### config.mk
export PLATFORM = sky130hd
export DESIGN_NAME = fifo_wptr_full_ctrl
export DESIGN_NICKNAME = d
export VERILOG_FILES = /design/src/rtl/fifo_wptr_full_ctrl.sv
export SDC_FILE = /design/constraint.sdc
export NUM_CORES = 1
export LEC_CHECK = 0
export CORE_MARGIN = 1.5
export CORE_UTILIZATION = 46
export DETAILED_ROUTE_END_ITERATION = 10
export HOLD_SLACK_MARGIN = 0.1
export PLACE_DENSITY = 0.83
export RECOVER_POWER = 50
export SETUP_SLACK_MARGIN = 0.3
export SLEW_MARGIN = 25
export SYNTH_ARGS = -nofsm -noshare
export SYNTH_HDL_FRONTEND = slang
export SYNTH_SLANG_ARGS = --single-unit
### constraint.sdc
create_clock -name clk -period 3.4 [get_ports clk]
set_clock_uncertainty 0.2 [all_clocks]
set_input_delay 0.85 -clock clk [delete_from_list [all_inputs] [get_ports clk]]
set_output_delay 0.85 -clock clk [all_outputs]
set_load 0.01 [all_outputs]
### src/rtl/fifo_wptr_full_ctrl.sv
// Write-domain pointer and flag controller for an asynchronous FIFO.
// Optional macro FIFO_WR_LEVEL_EN adds the registered wr_level output.
module fifo_wptr_full_ctrl #(
    parameter int ADDR_WIDTH         = 4,
    parameter int ALMOST_FULL_THRESH = 2
) (
    input  logic                  clk,
    input  logic                  rst_n,
    input  logic                  wr_en,
    input  logic [ADDR_WIDTH:0]   wq2_rptr,
    output logic                  wclken,
    output logic [ADDR_WIDTH-1:0] waddr,
    output logic [ADDR_WIDTH:0]   wptr,
    output logic                  wfull,
    output logic                  walmost_full,
    output logic                  wr_overflow
`ifdef FIFO_WR_LEVEL_EN
    ,
    output logic [ADDR_WIDTH:0]   wr_level
`endif
);

    localparam int DEPTH = 1 << ADDR_WIDTH;
    localparam logic [ADDR_WIDTH:0] AF_LEVEL = (ADDR_WIDTH + 1)'(DEPTH - ALMOST_FULL_THRESH);

    logic [ADDR_WIDTH:0] wbin;
    logic [ADDR_WIDTH:0] wbin_next;
    logic [ADDR_WIDTH:0] wgray_next;
    logic [ADDR_WIDTH:0] rbin;
    logic [ADDR_WIDTH:0] level_next;
    logic [ADDR_WIDTH:0] full_ptr;

    function automatic logic [ADDR_WIDTH:0] gray2bin(input logic [ADDR_WIDTH:0] g);
        logic [ADDR_WIDTH:0] b;
        b = '0;
        b[ADDR_WIDTH] = g[ADDR_WIDTH];
        for (int unsigned j = 0; j < ADDR_WIDTH; j++) begin
            b[ADDR_WIDTH-1-j] = b[ADDR_WIDTH-j] ^ g[ADDR_WIDTH-1-j];
        end
        return b;
    endfunction

    assign wclken = wr_en & ~wfull;
    assign waddr  = wbin[ADDR_WIDTH-1:0];

    always_comb begin
        wbin_next  = wbin + (ADDR_WIDTH + 1)'(wclken);
        wgray_next = wbin_next ^ (wbin_next >> 1);
        rbin       = gray2bin(wq2_rptr);
        level_next = wbin_next - rbin;
        // Full: write pointer is exactly one lap ahead of the synchronized read pointer.
        full_ptr   = {~wq2_rptr[ADDR_WIDTH:ADDR_WIDTH-1], wq2_rptr[ADDR_WIDTH-2:0]};
    end

    always_ff @(posedge clk or negedge rst_n) begin
        if (!rst_n) begin
            wbin         <= '0;
            wptr         <= '0;
            wfull        <= 1'b0;
            walmost_full <= 1'b0;
            wr_overflow  <= 1'b0;
        end else begin
            wbin         <= wbin_next;
            wptr         <= wgray_next;
            wfull        <= (wgray_next == full_ptr);
            walmost_full <= (level_next >= AF_LEVEL);
            wr_overflow  <= wr_en & wfull;
        end
    end

`ifdef FIFO_WR_LEVEL_EN
    always_ff @(posedge clk or negedge rst_n) begin
        if (!rst_n) begin
            wr_level <= '0;
        end else begin
            wr_level <= level_next;
        end
    end
`endif

endmodule
## Word-level counts from Yosys, hierarchy flattened

Index checks and enable logic that the tools add are counted.

| word-level totals | value |
|---|---|
| output and inout port bits | 13 |
| bits in registers | 13 |

| cells by class | value |
|---|---|
| $lt $le $gt $ge | 1 |
| add/subtract/negate cells | 2 |
| bitwise gates (word level) | 9 |
| equality and inequality tests | 1 |

Operator list:

| operator | number |
|---|---|
| adder 5 x 1 -> 5 bit | 1 |
| equality test 5 bit | 1 |
| greater-or-equal comparator 5 x 4 -> 1 bit (second input constant) | 1 |
| subtractor 5 bit | 1 |
| XOR 5 x 4 -> 5 bit | 1 |
| XOR 1 bit | 4 |
| bitwise AND 1 bit | 2 |
| inverter 2 bit | 1 |
| inverter 1 bit | 1 |

## Longest topological paths before layout

| depth | value |
|---|---|
| depth after elaboration | 6 |
| depth in mapped cells | 10 |
| mapped depth without buffers | 10 |

## Worst setup path before layout

Ideal clock, no wire load.

| timing | value |
|---|---|
| kind | input port to flip-flop |
| from | input wr_en |
| to | register walmost_full |
| required time | 3129 ps |
| slack | 31 ps |
| library setup time | 71 ps |
| cell stages on the path | 10 |
| arrival time | 3098 ps |
| path buffers | 0 |
| cell sequence | nor2b_1 ha_1 ha_1 xnor2_1 inv_1 ha_1 xor2_1 nor3b_1 or4b_1 nand4_1 |

| between the ends | value |
|---|---|
| longest elaborated chain between the ends | 4 |

Ends and longest elaborated chain:

| item | RTL line | text |
|---|---|---|
| start, declared | 9 | `input logic wr_en,` |
| bitwise AND 1 bit | 43 | `assign wclken = wr_en & ~wfull;` |
| adder 5 x 1 -> 5 bit | 47 | `wbin_next = wbin + (ADDR_WIDTH + 1)'(wclken);` |
| via wbin_next[2] | 27 | `logic [ADDR_WIDTH:0] wbin_next;` |
| subtractor 5 bit | 50 | `level_next = wbin_next - rbin;` |
| greater-or-equal comparator 5 x 4 -> 1 bit | 66 | `walmost_full <= (level_next >= AF_LEVEL);` |
| end signal, assigned | 66 |  |
| end, declared | 15 | `output logic walmost_full,` |

The timed path passes the listed nets, and every way through them passes these cells.

## Worst setup path after layout

Same ends and word-level chain as after synthesis.

==> flow_metrics.py <==
metrics = {
    "cells_and_area": {
        "seq_area_sq_um": 300,
        "drive_gt1_frac": 0.347,
        "final_common_cell": "clkdlybuf4s50_1",
        "antenna_cells": 0,
        "area_growth_pct": 53.3,
        "final_area_sq_um": 1200,
        "final_core_util": 0.773,
        "nets": 117,
        "final.fill_count": 98,
        "final_cell_mix": "14 x clkdlybuf4s50_1, 13 x buf_4, 12 x dfrtp_1",
        "multi_input_area_sq_um": 529,
        "final_cells": 117,
    },
    "critical_path": {
        "critPathSlowestCell": "or4b_4",
        "cp_cell_sequence": "dlygate4sd2_1 -> nor2b_1 -> ha_1 -> ha_1 -> inv_2 -> fa_2 -> xor2_1 -> nor3b_2 -> or4b_4 -> nand4_1",
        "critical_path_arrival_ps": 3190,
        "end_kind": "register",
        "critical-path-max-stage-delay_ps": 460,
        "timing.critical_path.buf_inv": 2,
        "critPathKind": "in -> reg",
        "cp_max_fo": 2,
        "crit_top_cell": "ha_1",
        "required_ps": 3420,
        "startpoint_type": "input pin",
        "critical_path.top_delay_family": "adder cells",
    },
    "logic_synthesis": {
        "synthXorXnorAreaFrac": 0.268,
        "synth_seq_cells": 12,
        "muxShareOfSynthArea": 0.0127,
        "synth-seq-area-share": 0.382,
        "synth_top_family_by_area": "XOR/XNOR gates",
        "synth-compound-area-share": 0.0382,
        "yosys.area_share.simple": 0.150,
        "yosysUniqueCellTypes": 25,
        "avgSynthCellArea_sq_um": 12.3,
        "yosys_warnings": 0,
        "synthCells": 64,
        "synth_nets": 79,
        "synthAdderAreaFrac": 0.121,
        "syn_area_sq_um": 786,
    },
    "global_route": {
        "antenna_found_initial": 0,
        "overflow": 0,
        "grt_pass1_wl_mm": 2.95,
        "grt_max_degree": 13,
        "grt_use_total": 0.225,
        "grt_pass1_vias": 636,
    },
    "floorplanning": {
        "fp.dieW_um": 44.3,
        "start_util": 0.504,
        "placementRows": 14,
        "die-area_sq_um": 1970,
        "die_y_um": 44.3,
        "core_area_sq_um": 1560,
        "io_pins": 21,
    },
    "clock_network": {
        "cts.sinks": 12,
        "htree_levels": 1,
        "clk_pin_slew_worst_paths_ps": 70,
        "cts-root-buf": "clkbuf_4",
        "postCtsHoldBufs": 0,
        "cts_tree": "done",
        "cts_buffer_depth": 2,
        "clkLatencyLatePin_ps": 280,
        "cts_buffers": 3,
    },
    "timing": {
        "final_max_slew_viol_count": 0,
        "max_clock_freq_mhz": 315,
        "worstMarginPinSlew_ps": 536,
        "final_hold_viol_count": 0,
        "rsz0062_at_grt": "true",
        "final.min_clock_period_ps": 3170,
        "final-setup-viol-count": 0,
        "slew_headroom": 0.642,
        "fin_setup_tns_ps": 0,
        "worst_hold_slack_ps": 333,
        "layout_setup_ws_ps": 230,
        "final.period_utilization": 0.932,
    },
    "place": {
        "hpwl_mm": 1.34,
        "routabilityCongestion": 0.743,
        "dpl_worst_slack_ps": -420,
        "port_buffers": 20,
        "placedInstanceArea_sq_um": 1130,
        "dp.cells": 112,
    },
    "power_and_ir_drop": {
        "swShare": 0.391,
        "finalPower_mw": 1.35,
        "ir_worst_vdd_v": 0.000605,
        "p_switching_mw": 0.527,
        "p_comb_frac": 0.711,
        "p_int_mw": 0.821,
        "p_seq_frac": 0.203,
        "leakage_nw": 0.594,
        "powerDensity_nw_per_um2": 1120,
        "clkPwrFrac": 0.086,
    },
    "route": {
        "via_count": 621,
        "ant_nets": 0,
        "drt_iter0_drc": 7,
        "route.detailed.drc": 2,
        "drt-pass1-iter-count": 7,
        "wl_per_cell_um": 15.7,
        "avgViaCountPerCell": 5.31,
        "wirelength_mm": 1.83,
    },
    "run_status": {
        "status": "complete, but fails checks",
        "violations": "design-rule violations",
    },
    "flow_run": {
        "maxCapViolCount": 0,
    },
    "hold_path": {
        "hp-class": "reg -> reg",
    },
}
## cell type report
| type | instances | share of cell area |
|---|---|---|
| Clock buffer | 4 | 0.0301 |
| Inverter | 6 | 0.0187 |
| Multi-Input combinational cell | 46 | 0.439 |
| Sequential cell | 12 | 0.249 |
| Tap cell | 16 | 0.0166 |
| Timing Repair Buffer | 33 | 0.246 |
## flip-flops by register name, indices dropped and copies added, names as in the netlist
signal        count
walmost_full      1
wfull             1
wptr              4
wbin              5
wr_overflow       1
## logic make-up (layout without fill, tap and decap cells)
group                    after synthesis  in the layout
XOR/XNOR                              17             17
AO/OA/AOI/OAI                          4              4
AND/OR/NAND/NOR                       17             17
flip-flops                            12             12
adder cells (fa/ha/maj)                7              7
multiplexers                           1              1
buffers and inverters                  6             43
## final timing paths
kind / start / to / slack, ps / cells past startpoint
worst max-delay path: wr_en / walmost_full$_DFF_PN0_ / 230 / 10
worst min-delay path: wfull$_DFF_PN0_ / wr_overflow$_DFF_PN0_ / 330 / 1
worst max register to register: wfull$_DFF_PN0_ / walmost_full$_DFF_PN0_ / 630 / 10
worst min register to register: wfull$_DFF_PN0_ / wr_overflow$_DFF_PN0_ / 330 / 1
max in group asynchronous: rst_n / wbin[4]$_DFF_PN0_ / 1870 / 1
min in group asynchronous: rst_n / wptr[1]$_DFF_PN0_ / 780 / 1
## what timing repair did
item / 4_1_cts / 5_1_grt
resized for setup: 25 / 6
endpoints found under the hold margin: 0 / 0
buffers inserted: 0 / 1
endpoints found under the setup margin: 2 / 1
pin swaps: 10 / 7
## power groups by stage
stage / Clock, mW / Combinational (mW) / Sequential, mW
floorplan: 0 / 0.497 / 0.296
global placement: 0 / 0.835 / 0.262
detailed placement: 0 / 0.871 / 0.269
finish: 0.116 / 0.958 / 0.274
CTS: 0.120 / 0.946 / 0.278
global route: 0.123 / 1.04 / 0.281
## worst register-to-register path, delay by kind of cell (launching register included)
| family | cells | cell delay [ps] |
|---|---|---|
| fa+ha+maj | 3 | 820 |
| flops | 1 | 400 |
| buf+inv | 1 | 80 |
| simple gates | 4 | 910 |
| xor+xnor | 2 | 330 |
## synth_stat cells
| cell | count | area (sq um) |
|---|---|---|
| and4b_1 | 1 | 10.0 |
| nor3_1 | 1 | 5.00 |
| xnor3_2 | 1 | 23.8 |
| nand4_1 | 1 | 6.26 |
| a21o_1 | 2 | 15.0 |
| dfrtp_1 | 12 | 300 |
| fa_1 | 1 | 20.0 |
| and3_2 | 1 | 7.51 |
| nand3_1 | 2 | 10.0 |
| or4_1 | 1 | 7.51 |
| xnor3_4 | 1 | 26.3 |
| nor2_1 | 1 | 3.75 |
| o31ai_1 | 2 | 15.0 |
| and2_1 | 2 | 12.5 |
| inv_1 | 6 | 22.5 |
| mux2i_1 | 1 | 10.0 |
| ha_1 | 6 | 75.1 |
| or4b_1 | 1 | 10.0 |
| xnor2_1 | 4 | 35.0 |
| nor3b_1 | 2 | 15.0 |
| nor2b_1 | 2 | 12.5 |
| xor3_1 | 1 | 23.8 |
| nor4b_1 | 2 | 17.5 |
| xnor3_1 | 1 | 22.5 |
| xor2_1 | 9 | 78.8 |
## metal layers
metal | part of all wire | vias up | global-route usage | wire length [um]
met5 | 0 | - | 0 | 0
met4 | 0.033 | 0 | 0.133 | 61
li1 | - | 300 | - | -
met1 | 0.38 | 294 | 0.249 | 695
met2 | 0.55 | 21 | 0.397 | 1000
met3 | 0.040 | 6 | 0.0449 | 73
Power figures use the tool's default switching activity.
